**src/rtl/mips_pkg.sv**
```systemverilog
// Shared MIPS definitions: opcodes, sequencer state encoding and the per-cycle
// pipeline control bundle.
package mips_pkg;

  localparam logic [5:0] OP_RTYPE = 6'b000000;
  localparam logic [5:0] OP_J     = 6'b000010;
  localparam logic [5:0] OP_JAL   = 6'b000011;
  localparam logic [5:0] OP_BEQ   = 6'b000100;
  localparam logic [5:0] OP_BNE   = 6'b000101;
  localparam logic [5:0] OP_LW    = 6'b100011;
  localparam logic [5:0] OP_SW    = 6'b101011;
  localparam logic [5:0] OP_HALT  = 6'b111111;

  typedef enum logic [1:0] {
    RUN   = 2'd0,
    STALL = 2'd1,
    DRAIN = 2'd2,
    DONE  = 2'd3
  } seq_state_t;

  typedef struct packed {
    logic pcWrite;
    logic ifidWrite;
    logic ifidFlush;
    logic idexBubble;
  } seq_ctl_t;

  // Instructions whose rt field is a source operand (R-type, branches, store).
  function automatic logic usesRt(input logic [5:0] op);
    return (op == OP_RTYPE) || (op == OP_BEQ) || (op == OP_BNE) || (op == OP_SW);
  endfunction

  function automatic logic isJump(input logic [5:0] op);
    return (op == OP_J) || (op == OP_JAL);
  endfunction

endpackage

```
**src/rtl/sat_counter.sv**
```systemverilog
// Saturating up-counter with synchronous clear; holds at all-ones.
module sat_counter #(
  parameter int WIDTH = 32
) (
  input  logic             clk,
  input  logic             rst_n,
  input  logic             inc,
  input  logic             clear,
  output logic [WIDTH-1:0] count
);

  always_ff @(posedge clk or negedge rst_n) begin
    if (!rst_n)                      count <= '0;
    else if (clear)                  count <= '0;
    else if (inc && (count != '1))   count <= count + WIDTH'(1);
  end

endmodule

```
**src/rtl/pipeline_sequencer.sv**
```systemverilog
// Per-cycle PC / IF-ID / ID-EX control for the five-stage pipeline: load-use
// stalls, jump and branch redirects, and the drain after the halt instruction.
module pipeline_sequencer
  import mips_pkg::*;
#(
  parameter int LOAD_STALL   = 1,
  parameter int DRAIN_CYCLES = 3,
  parameter int CNT_W        = 32
) (
  input  logic             clk,
  input  logic             rst_n,
  input  logic [5:0]       id_opcode,
  input  logic [4:0]       id_rs,
  input  logic [4:0]       id_rt,
  input  logic             ex_mem_read,
  input  logic [4:0]       ex_rt,
  input  logic             ex_branch_taken,
  output logic             pc_write,
  output logic             ifid_write,
  output logic             ifid_flush,
  output logic             idex_bubble,
  output logic             halted,
  output logic             done,
  output logic [CNT_W-1:0] stall_cycles,
  output logic [CNT_W-1:0] flush_count
);

  localparam int CNT_MAX = (LOAD_STALL > DRAIN_CYCLES) ? LOAD_STALL : DRAIN_CYCLES;
  localparam int CW      = $clog2(CNT_MAX + 1);
  localparam logic [CW-1:0] STALL_LOAD = CW'(LOAD_STALL - 1);
  localparam logic [CW-1:0] DRAIN_LOAD = CW'(DRAIN_CYCLES);
  localparam logic [CW-1:0] CNT_ONE    = CW'(1);

  seq_state_t    state, stateNxt;
  logic [CW-1:0] cnt, cntNxt;
  seq_ctl_t      ctl;
  logic          loadUse;
  logic          stallInc;

  assign loadUse = ex_mem_read && (ex_rt != 5'd0) &&
                   ((ex_rt == id_rs) || (usesRt(id_opcode) && (ex_rt == id_rt)));

  always_ff @(posedge clk or negedge rst_n) begin
    if (!rst_n) begin
      state  <= RUN;
      cnt    <= '0;
      halted <= 1'b0;
      done   <= 1'b0;
    end else begin
      state  <= stateNxt;
      cnt    <= cntNxt;
      halted <= (stateNxt == DRAIN) || (stateNxt == DONE);
      done   <= (stateNxt == DONE);
    end
  end

  always_comb begin
    stateNxt = state;
    cntNxt   = cnt;
    ctl      = '0;
    case (state)
      RUN: begin
        // A taken branch squashes whatever sits in ID, hazard or halt included.
        if (ex_branch_taken) begin
          ctl.pcWrite    = 1'b1;
          ctl.ifidFlush  = 1'b1;
          ctl.idexBubble = 1'b1;
        end else if (loadUse) begin
          ctl.idexBubble = 1'b1;
          if (LOAD_STALL > 1) begin
            stateNxt = STALL;
            cntNxt   = STALL_LOAD;
          end
        end else if (isJump(id_opcode)) begin
          ctl.pcWrite   = 1'b1;
          ctl.ifidFlush = 1'b1;
        end else if (id_opcode == OP_HALT) begin
          stateNxt = DRAIN;
          cntNxt   = DRAIN_LOAD;
        end else begin
          ctl.pcWrite   = 1'b1;
          ctl.ifidWrite = 1'b1;
        end
      end
      // EX holds a bubble during the stall, so no branch can resolve there.
      STALL: begin
        ctl.idexBubble = 1'b1;
        cntNxt         = cnt - CNT_ONE;
        if (cnt == CNT_ONE) stateNxt = RUN;
      end
      DRAIN: begin
        ctl.idexBubble = 1'b1;
        cntNxt         = cnt - CNT_ONE;
        if (cnt == CNT_ONE) stateNxt = DONE;
      end
      DONE: begin
        ctl.idexBubble = 1'b1;
      end
      default: begin
        stateNxt = RUN;
        cntNxt   = '0;
      end
    endcase
  end

  // Reset holds the pipeline frozen with a bubble in ID/EX.
  assign pc_write    = rst_n & ctl.pcWrite;
  assign ifid_write  = rst_n & ctl.ifidWrite;
  assign ifid_flush  = rst_n & ctl.ifidFlush;
  assign idex_bubble = ~rst_n | ctl.idexBubble;

  assign stallInc = rst_n && ((state == RUN) || (state == STALL)) && !ctl.pcWrite;

  sat_counter #(.WIDTH(CNT_W)) uStallCnt (
    .clk   (clk),
    .rst_n (rst_n),
    .inc   (stallInc),
    .clear (1'b0),
    .count (stall_cycles)
  );

  sat_counter #(.WIDTH(CNT_W)) uFlushCnt (
    .clk   (clk),
    .rst_n (rst_n),
    .inc   (ifid_flush),
    .clear (1'b0),
    .count (flush_count)
  );

endmodule

```
**config.mk**
```make
export PLATFORM = sky130hd
export DESIGN_NAME = pipeline_sequencer
export DESIGN_NICKNAME = d
export VERILOG_FILES = /design/src/rtl/mips_pkg.sv /design/src/rtl/sat_counter.sv /design/src/rtl/pipeline_sequencer.sv
export SDC_FILE = /design/constraint.sdc
export NUM_CORES = 1
export LEC_CHECK = 0
export ABC_AREA = 0
export ABC_CLOCK_PERIOD_IN_PS = 2900
export CORE_MARGIN = 1
export CORE_UTILIZATION = 51
export CTS_BUF_LIST = sky130_fd_sc_hd__clkbuf_4 sky130_fd_sc_hd__clkbuf_8 sky130_fd_sc_hd__clkbuf_16
export CTS_CLUSTER_SIZE = 24
export DETAILED_ROUTE_END_ITERATION = 16
export PLACE_DENSITY = 0.78
export SLEW_MARGIN = 20
export SYNTH_ARGS = -nofsm -noshare
export SYNTH_HDL_FRONTEND = slang
export SYNTH_HIERARCHICAL = 1
export SYNTH_SLANG_ARGS = --single-unit
export TNS_END_PERCENT = 50
```
**constraint.sdc**
```tcl
create_clock -name clk -period 2.9 [get_ports clk]
set_input_delay 0.58 -clock clk [delete_from_list [all_inputs] [get_ports clk]]
set_output_delay 0.58 -clock clk [all_outputs]
set_load 0.005 [all_outputs]
```
==> metrics.md, run 1 <==
| Metric | Value |
|---|---|
| Status | finished clean |
| Endpoint kind of the worst setup timing path | flop |
| Summed instance area of the synthesized netlist | 0.00432 mm2 |
| Post-detailed-route wirelength per cell | 16.1 um |
| Setup violations, final | 0 |
| Final hold slack | 0.256 ns |
| Vias post-DR | 4116 |
| Via count of the first global-routing pass | 3937 |
| Final min period | 2.87 ns |
| Post-CTS clock slew at the launch and capture registers of the worst setup and hold paths | 0.07 ns |
| Worst slew pin tran | 0.734 ns |
| Initial Utilization | 52.6% |
| Number of sinks handled by clock tree synthesis | 69 |
| Number of buffers inserted by port buffering | 94 |
| Total number of yosys warnings | 6 |
| Die footprint | 0.00885 mm2 |
| Ranking of synthesized cells by area | sky130_fd_sc_hd__dfrtp_1 (40%), sky130_fd_sc_hd__xnor2_1 (5.5%), sky130_fd_sc_hd__nor2_1 (4.7%) |
| Required @ worst endpoint | 3.17 ns |
| Series of cell instances along the critical path | clkdlybuf4s50_1 -> buf_4 -> nand2_1 -> nor2_1 -> nor3_2 -> buf_4 -> a21oi_4 -> and3_4 -> nand4_1 -> a21o_4 -> or4_4 -> a21oi_2 |
| First DRT Iteration DRCs | 189 |
| Number of synthesized register bits | 69 |
| Number of nets in the layout | 628 |
| Critical path's most frequent cell | sky130_fd_sc_hd__buf_4 |
| Worst hold-check path type | input pin to async pin |
| Worst vdd ir | 0.227 mV |
| Maximum frequency from static timing analysis | 349 MHz |
| Number of max-cap violations | 0 |
| Std-Cell Core Area | 0.00822 mm2 |
| Area grow syn2layout | 37.4% |
| Worst-case headroom to the max-slew limit | 50.6% |
| CP Data Arrival Time | 3.14 ns |
| DRC viols | 0 |
| Critical path type | input pin to flop |
| Ratio of cells with drive above 1 in the final layout | 20.9% |
| Post-detailed-routing wire length | 11400 um |
| Post-synthesis async set-or-reset flop share | 100% |
| Num CTS Buffers | 9 |
| Buffer type at the clock tree root | sky130_fd_sc_hd__clkbuf_8 |
| Startpoint kind of the worst setup timing path | input pin |
| H-Tree Depth | 3 |
| Number of pins with negative max-slew slack in the final report | 0 |
| Commonest cells post-synth | sky130_fd_sc_hd__dfrtp_1 (69), sky130_fd_sc_hd__nor2_1 (54), sky130_fd_sc_hd__nand2_1 (30) |
| Global-route usage over all layers | 26.9% |
| Final hold violation count | 0 |
| Power density over the cells | 299 mW/mm2 |
| Post-synthesis sequential area ratio | 40.0% |
| Number of optimization iterations in the first detailed-route pass | 4 |
| Die width | 94.1 um |
| Die Height | 94.1 um |
| Top flip-flop cell by instance count after synthesis | sky130_fd_sc_hd__dfrtp_1 |
| Number of synthesized flops with an enable pin | 0 |
| FF-to-FF path depth | 10 |
| Post-route clock period utilization | 98.9% |
| HPWL after detailed placement | 8120 um |
| Cell with the largest stage delay on the worst path | sky130_fd_sc_hd__or4_4 |
| Most frequently used cell type in the post-synthesis netlist | sky130_fd_sc_hd__dfrtp_1 |
| Clock insertion delay at the later pin of the skew report | 0.34 ns |
| Diodes inserted | 0 |
| Average footprint of a synthesized cell | 9.19 um2 |
| Clock tree skew after final layout | 0.0114 ns |
| Post-layout utilization of the core | 72.3% |
| Library cells used by synthesis | 53 |
| Placer's final routability congestion estimate | 0.849 |
| Synthesized instance count | 470 |
| DR vias/cell | 5.85 |
| Grt ovf | 0 |
| Wire length of the first global-routing pass | 18500 um |
| Delay of the slowest cell on the worst path | 0.55 ns |
| TritonCTS clock tree | built |
| Number of antenna violations at the first check in global routing | 0 |
| LEAKAGE | 2.48 nW |
| Antenna-violating nets left | 0 |
| I/O pin count | 95 |
| Share of Yosys cell area claimed by the top area cell type | 40.0% |
| Largest net degree at the start of global routing | 39 |
| Biggest area consumer among synthesized cells | sky130_fd_sc_hd__dfrtp_1 |
| Row Count | 33 |
| Clock Tree Buf Depth | 2 |
| Largest fanout on the critical path | 7 |
==> per-stage QoR <==
| stage | setup WS (ns) | cells | total power, mW | setup TNS, ns | area (um2) |
|---|---|---|---|---|---|
| 2_1_floorplan | -0.0438 | 477 | 1.02 | -0.0917 | 4420 |
| 3_3_place_gp | -0.671 | 686 | 1.09 | -25.48 | 5590 |
| 3_5_place_dp | -0.827 | 686 | 1.09 | -30.66 | 5590 |
| 4_1_cts | -0.0649 | 703 | 1.79 | -0.437 | 5850 |
| 5_1_grt | -0.0385 | 704 | 1.85 | -0.133 | 5940 |
| 6_report | 0.0322 | 704 | 1.78 | 0 | 5940 |
==> placed cells by master (no fill, tap or decap), drive strengths merged, types with 3 or more instances in the layout <==
cell type,synthesis,final
conb,1,8
or4,8,8
mux2i,4,4
dfrtp,69,69
nor2b,14,14
or3,10,10
o21ai,9,9
and2,7,7
nor2,54,54
xnor2,27,27
o31ai,7,7
dlymetal6s2s,0,8
a21o,6,7
a21oi,25,25
xor2,9,9
nor3,12,12
mux2,13,13
and3,16,16
nand2b,7,7
a211oi,10,10
nand2,30,30
nand3,27,27
dlygate4sd2,0,3
ha,8,8
nand4,16,16
a31o,4,4
buf,6,30
nor4,16,16
clkbuf,8,22
a31oi,4,4
inv,21,21
clkdlybuf4s50,0,68
==> layout make-up <==
cell class	instances	area (um2)
multi-input combinational	374	2740
fill	622	2280
sequential	69	1730
timing repair buffer	120	1090
clock buffer	13	160
tap	105	131
inverter	21	78.8
clock inverter	2	10.0
==> worst max-delay path, delay by kind of cell <==
kind                   cells  cell delay (ns)
buffers and inverters      3             0.75
AND/OR/NAND/NOR            6             1.22
AO/OA/AOI/OAI              3             0.57
==> layer usage <==
metal  global-route usage, %  part of all wire, %  vias to the layer above
li1                        -                    -                     1949
met1                    32.0                   41                     2003
met2                    47.7                   52                      136
met3                    5.83                  5.0                       28
met4                    8.97                  2.5                        0
met5                       0                    0                        -
==> what timing repair did <==
action                                 in CTS  in global routing
pin swaps                                  18                 16
endpoints found under the hold margin       0                  0
setup endpoints to repair                  42                 33
hold buffers                                0                  0
gates resized for setup                    43                 48
setup buffers                               1                  1
cloned                                      1                  0
==> logic make-up (layout without fill, tap and decap cells) <==
logic type	after synthesis	in the layout	synth area share (%)
XOR/XNOR	36	36	7.30
AO/OA/AOI/OAI	75	76	12.1
AND/OR/NAND/NOR	229	229	30.4
multiplexers	17	17	4.49
flip-flops	69	69	40.0
buffers and inverters	35	156	3.33
other	1	8	0.0868
adder cells (fa/ha/maj)	8	8	2.32
==> power by group <==
part	leakage (nW)	switching, mW	internal (mW)
registers	0.944	0.000000000000000269	0.962
clock network	0.0935	0.341	0.356
logic	1.45	0.0711	0.0463
==> worst paths after layout <==
kind	to	start	slack, ns
min	uStallCnt/count[0]$_DFFE_PN0P_	rst_n	0.26
min in group clk	cnt[1]$_DFFE_PN0P_	cnt[1]$_DFFE_PN0P_	0.53
max	uStallCnt/count[21]$_DFFE_PN0P_	id_opcode[4]	0.03
min reg2reg	cnt[1]$_DFFE_PN0P_	cnt[1]$_DFFE_PN0P_	0.53
max in group asynchronous	uFlushCnt/count[21]$_DFFE_PN0P_	rst_n	2.16
max reg2reg	uStallCnt/count[21]$_DFFE_PN0P_	halted$_DFF_PN0_	0.19
==> registers in the layout, indices dropped and copies added (netlist names), named ones only <==
register,cells
cnt,2
done,1
halted,1
uFlushCnt/count,32
uStallCnt/count,32
Note: power is estimated with default switching activity, not from simulation.
==> inputs of run 2 (changes only) <==
- PLACE_DENSITY: 0.78 -> unset
- PLACE_DENSITY_LB_ADDON: unset -> 0.2
- SKIP_CTS_REPAIR_TIMING: unset -> 1
==> run 2 against run 1 <==
Net effect: routed wire length grew 1.3%; first-iteration DRC count grew 28%; via count is essentially flat; register-to-register slack about the same; critical path type is now input pin to output pin; critical endpoint is now idex_bubble; largest cell class unchanged.
==> metrics.md, run 2 (synthesis gave the netlist of run 1 again) <==
| Metric | Value |
|---|---|
| Ratio of cells with drive above 1 in the final layout | 19.8% |
| Flop pwr share | 52.3% |
| Endpoint kind of the worst setup timing path | output pin |
| Maximum frequency from static timing analysis | 351 MHz |
| Post-detailed-routing wire length | 11500 um |
| Setup violations, final | 0 |
| GR Layer Usage met2 | 43.2% |
| Diodes inserted | 0 |
| Clock share of power | 41.0% |
| Worst-case headroom to the max-slew limit | 41.3% |
| Number of antenna violations at the first check in global routing | 0 |
| Final hold slack | 0.522 ns |
| Post-CTS clock slew at the launch and capture registers of the worst setup and hold paths | 0.07 ns |
| Number of buffers inserted by port buffering | 94 |
| Critical path's most frequent cell | sky130_fd_sc_hd__or4_4 |
| Grt met3 use | 5.02% |
| GR peak layer | met2 |
| Number of pins with negative max-slew slack in the final report | 0 |
| CP bufs+invs | 3 |
| Power density over the cells | 307 mW/mm2 |
| Worst slew pin tran | 0.880 ns |
| Registers with the most flip-flops | uFlushCnt/count: 32 flops, uStallCnt/count: 32 flops, cnt: 2 flops |
| Via count of the first global-routing pass | 3896 |
| Num CTS Buffers | 9 |
| Largest delay share family, worst path | simple AND/OR/NAND/NOR gates |
| Number of nets in the layout | 634 |
| First DRT Iteration DRCs | 241 |
| Placer's final routability congestion estimate | 0.835 |
| Post-detailed-route wirelength per cell | 16.2 um |
| Number of sinks handled by clock tree synthesis | 69 |
| Grt ovf | 0 |
| Critical path type | input pin to output pin |
| Met1 usage | 32.9% |
| Die footprint | 0.00885 mm2 |
| Vias post-DR | 4118 |
| Worst R2R Setup Slack | 0.18 ns |
| Internal Power | 1.41 mW |
| Delay of the slowest cell on the worst path | 0.54 ns |
| Antenna-violating nets left | 0 |
| Series of cell instances along the critical path | clkbuf_2 -> or4_4 -> o21ai_4 -> nor4_4 -> buf_4 -> or4_4 -> buf_6 |
| DRC viols | 0 |
| Power spent charging and discharging nets | 431 uW |
| Largest fanout on the critical path | 3 |
| Placement-stage worst setup slack | -0.735 ns |
| Initial Utilization | 52.6% |
| Status | finished clean |
| H-Tree Depth | 3 |
| HPWL after detailed placement | 7940 um |
| Switching Fraction | 23.4% |
| Final non-filler cell total | 710 |
| Std-Cell Core Area | 0.00822 mm2 |
| Leading cell type in the layout, fill and taps excluded | sky130_fd_sc_hd__clkdlybuf4s50_1 |
| TritonCTS clock tree | built |
| Cell with the largest stage delay on the worst path | sky130_fd_sc_hd__or4_4 |
| Final hold violation count | 0 |
| Startpoint kind of the worst setup timing path | input pin |
| Wire length of the first global-routing pass | 17900 um |
| Number of max-cap violations | 0 |
| Number of optimization iterations in the first detailed-route pass | 4 |
| I/O pin count | 95 |
| LEAKAGE | 2.53 nW |
| Area grow syn2layout | 38.8% |
| Clock Tree Buf Depth | 2 |
| Worst hold-check path type | input pin to async pin |
| Inst Count DP | 685 |
| Final setup slack of the worst path | 0.0497 ns |
| Row Count | 33 |
| Post-route clock period utilization | 98.3% |
| Clock tree skew after final layout | 0.00743 ns |
| Commonest cells after routing, fill and taps aside | sky130_fd_sc_hd__clkdlybuf4s50_1 (75), sky130_fd_sc_hd__dfrtp_1 (69), sky130_fd_sc_hd__nor2_1 (54) |
| Reg2reg end | uStallCnt/count[31]$_DFFE_PN0P_ |
| FF-to-FF path depth | 11 |
| Final min period | 2.85 ns |
| Largest net degree at the start of global routing | 70 |
| Die width | 94.1 um |
| Global-route usage over all layers | 25.8% |
| CP Data Arrival Time | 2.27 ns |
| Relative contribution of combinational cells to total power | 6.7% |
| Worst vdd ir | 0.192 mV |
| Required @ worst endpoint | 2.32 ns |
| Buffer type at the clock tree root | sky130_fd_sc_hd__clkbuf_8 |
| Clock insertion delay at the later pin of the skew report | 0.35 ns |
| Die Height | 94.1 um |
| DR vias/cell | 5.80 |
==> run 2: cell types whose count changed in the layout (fill, tap and decap cells not counted), moves of 3 or more <==
cell                              before  now
sky130_fd_sc_hd__dlygate4sd2_1         3    0
sky130_fd_sc_hd__buf_4                26   31
sky130_fd_sc_hd__dlymetal6s2s_1        8   13
sky130_fd_sc_hd__clkbuf_2              9    4
sky130_fd_sc_hd__clkdlybuf4s50_1      68   75
==> run 2: stage by stage <==
stage,util (%),area (um2),setup TNS (ns),total power [mW]
5_1_grt,73.0,6000,-0.443,1.91
3_5_place_dp,68.0,5590,-25.61,1.09
3_3_place_gp,68.0,5590,-20.35,1.09
6_report,73.0,6000,0,1.84
4_1_cts,70.2,5770,-7.72,1.84
2_1_floorplan,-,4420,-0.0917,1.02
==> run 2: worst max path at each step <==
| stage | start | to | cells past startpoint |
|---|---|---|---|
| finish | ex_rt[2] | idex_bubble | 7 |
| global route | id_rs[1] | uStallCnt/count[31]$_DFFE_PN0P_ | 12 |
| CTS | ex_rt[3] | ifid_write | 7 |
| detailed placement | ex_rt[4] | uStallCnt/count[31]$_DFFE_PN0P_ | 12 |
| global placement | ex_rt[3] | ifid_write | 7 |
| floorplan | ex_rt[4] | uFlushCnt/count[23]$_DFFE_PN0P_ | 11 |
==> run 2: final cells by class <==
class | count | area [um2]
clock buffers | 14 | 180
clock inverters | 1 | 5.00
fillers | 603 | 2220
inverters | 21 | 78.8
multi-input cells | 374 | 2680
flip-flops and latches | 69 | 1730
well taps | 105 | 131
repair buffers | 126 | 1190
==> run 2: worst reg2reg max path: cells and delay by family, from the launching register on <==
kind	cells	cell delay [ns]
AND/OR/NAND/NOR	4	0.59
buffers and inverters	2	0.28
multiplexers	2	0.57
adder cells (fa/ha/maj)	1	0.34
AO/OA/AOI/OAI	2	0.41
flip-flops	1	0.43
==> run 2: metal layers <==
metal | routed length [um] | share of wire (%)
met1 | 5090 | 44
met4 | 247 | 2.1
met5 | 0 | 0
met3 | 467 | 4.1
met2 | 5710 | 50
==> run 2: power groups by stage <==
stage	combinational (mW)	clock (mW)	sequential, mW
after global routing	0.137	0.808	0.961
after global placement	0.111	0	0.980
final	0.124	0.754	0.962
after detailed placement	0.114	0	0.980
after CTS	0.114	0.762	0.962
after floorplan	0.0438	0	0.981
==> inputs of run 3 (changes only) <==
- CELL_PAD_IN_SITES_DETAIL_PLACEMENT: unset -> 1
- CELL_PAD_IN_SITES_GLOBAL_PLACEMENT: unset -> 1
- CORE_UTILIZATION: 51 -> 39
==> run 3 against run 2 <==
Net effect: the flow now finishes with violations (setup timing); utilization down 16 points; routed wire length up 20%; register-to-register slack worse by 0.22 ns; cell area up 2.9%; largest power group unchanged; highest routed layer unchanged.
==> metrics.md, run 3 (synthesis gave the netlist of run 1 again) <==
| Metric | Value |
|---|---|
| Number of max-cap violations | 0 |
| Violations in the final reports | setup timing |
| Worst hold-check path type | input pin to async pin |
| Flop pwr share | 47.6% |
| I/O pin count | 95 |
| Switching Fraction | 23.2% |
| Post-route clock period utilization | 105% |
| Power density over the cells | 327 mW/mm2 |
| Reg2reg end | uStallCnt/count[25]$_DFFE_PN0P_ |
| Required @ worst endpoint | 3.19 ns |
| Number of buffers inserted by port buffering | 94 |
| Final min period | 3.04 ns |
| Placement-stage worst setup slack | -0.779 ns |
| Worst R2R Setup Slack | -0.04 ns |
| Number of pins with negative max-slew slack in the final report | 0 |
| Commonest cells after routing, fill and taps aside | sky130_fd_sc_hd__clkdlybuf4s50_1 (72), sky130_fd_sc_hd__dfrtp_1 (69), sky130_fd_sc_hd__nor2_1 (54) |
| Die width | 107 um |
| Setup violations, final | 10 |
| Ratio of cells with drive above 1 in the final layout | 20.2% |
| Worst-case headroom to the max-slew limit | 39.3% |
| HPWL after detailed placement | 9610 um |
| Post-CTS clock slew at the launch and capture registers of the worst setup and hold paths | 0.08 ns |
| Clock share of power | 46.2% |
| Registers with the most flip-flops | uFlushCnt/count: 32 flops, uStallCnt/count: 32 flops, cnt: 2 flops |
| Endpoint kind of the worst setup timing path | flop |
| Inst Count DP | 724 |
| Vias post-DR | 4178 |
| Largest net degree at the start of global routing | 70 |
| Final non-filler cell total | 748 |
| FF-to-FF path depth | 10 |
| Std-Cell Core Area | 0.0108 mm2 |
| Antenna-violating nets left | 0 |
| Grt ovf | 0 |
| DR vias/cell | 5.59 |
| Initial Utilization | 39.9% |
| Wire length of the first global-routing pass | 21300 um |
| Worst slew pin tran | 0.911 ns |
| Worst vdd ir | 0.170 mV |
| Largest fanout on the critical path | 6 |
| Final hold violation count | 0 |
| Die footprint | 0.0115 mm2 |
| Clock tree skew after final layout | 0.0112 ns |
| Row Count | 38 |
| Startpoint kind of the worst setup timing path | input pin |
| Via count of the first global-routing pass | 4348 |
| LEAKAGE | 2.66 nW |
| Area grow syn2layout | 42.8% |
| Final setup slack of the worst path | -0.138 ns |
| Number of sinks handled by clock tree synthesis | 69 |
| Number of optimization iterations in the first detailed-route pass | 4 |
| Maximum frequency from static timing analysis | 329 MHz |
| DRC viols | 0 |
| Post-detailed-route wirelength per cell | 18.5 um |
| Diodes inserted | 0 |
| Clock insertion delay at the later pin of the skew report | 0.36 ns |
| Final hold slack | 0.527 ns |
| Critical path type | input pin to flop |
| Die Height | 107 um |
| Critical path origin | ex_mem_read |
| Clock Tree Buf Depth | 2 |
| Number of nets in the layout | 636 |
| Post-detailed-routing wire length | 13900 um |
| Status | complete, but fails checks |
| Number of antenna violations at the first check in global routing | 0 |
| Internal Power | 1.55 mW |
| Num CTS Buffers | 9 |
| Relative contribution of combinational cells to total power | 6.2% |
| First DRT Iteration DRCs | 138 |
| Buffer type at the clock tree root | sky130_fd_sc_hd__clkbuf_8 |
| Power spent charging and discharging nets | 468 uW |
| H-Tree Depth | 3 |
| TritonCTS clock tree | built |
| Placer's final routability congestion estimate | 0.824 |
| Unrepaired setup endpoints after global routing | true |
| Leading cell type in the layout, fill and taps excluded | sky130_fd_sc_hd__clkdlybuf4s50_1 |
| Fill cell instance count of the final layout | 1248 |
| Global-route usage over all layers | 23.8% |
| CP Data Arrival Time | 3.32 ns |
-- run 3: cell type report --
class                           count  area [um2]  share of cell area (%)
Clock buffer                       12         159                    2.57
Clock inverter                      4        70.1                    1.13
Inverter                           21        78.8                    1.28
Multi-Input combinational cell    375        2740                    44.4
Sequential cell                    69        1730                    28.0
Tap cell                          140         175                    2.84
Timing Repair Buffer              127        1220                    19.8
-- run 3: metal layers --
| layer | track usage, % | up-vias | wire, um |
|---|---|---|---|
| li1 | - | 1950 | - |
| met1 | 27.4 | 2111 | 5720 |
| met2 | 44.4 | 89 | 7420 |
| met3 | 4.12 | 28 | 367 |
| met4 | 7.53 | 0 | 343 |
| met5 | 0 | - | 0 |
-- run 3: stage by stage --
stage	total power, mW	TNS [ns]	area [um2]	util (%)
floorplan	1.02	-0.0917	4420	-
global placement	1.09	-26.42	5660	52.2
detailed placement	1.09	-30.67	5660	52.2
CTS	2.03	-10.14	5890	54.3
global route	2.10	-2.21	6170	56.9
finish	2.02	-0.650	6170	56.9
-- run 3: worst max-delay path by stage --
| stage | endpoint | slack [ns] |
|---|---|---|
| final | uStallCnt/count[25]$_DFFE_PN0P_ | -0.14 |
| after global routing | uStallCnt/count[19]$_DFFE_PN0P_ | -0.25 |
| after CTS | ifid_write | -0.63 |
| after detailed placement | uStallCnt/count[19]$_DFFE_PN0P_ | -0.78 |
| after global placement | uStallCnt/count[19]$_DFFE_PN0P_ | -0.66 |
| after floorplan | uFlushCnt/count[23]$_DFFE_PN0P_ | -0.04 |
-- run 3: power groups by stage --
stage	combinational, mW	sequential [mW]	clock [mW]
detailed placement	0.115	0.980	0
floorplan	0.0438	0.981	0
CTS	0.115	0.961	0.954
global placement	0.109	0.980	0
finish	0.126	0.961	0.932
global route	0.138	0.961	0.998
-- run 3: worst max-delay path: stages --
cell,delay [ns]
sky130_fd_sc_hd__clkdlybuf4s50_1,0.51
sky130_fd_sc_hd__o21ai_4,0.09
sky130_fd_sc_hd__buf_6,0.13
sky130_fd_sc_hd__nor4b_4,0.37
sky130_fd_sc_hd__nor3_4,0.09
sky130_fd_sc_hd__a21oi_4,0.18
sky130_fd_sc_hd__and3_4,0.20
sky130_fd_sc_hd__nand4_1,0.19
sky130_fd_sc_hd__a21o_4,0.29
sky130_fd_sc_hd__or4_1,0.54
sky130_fd_sc_hd__a21oi_1,0.15
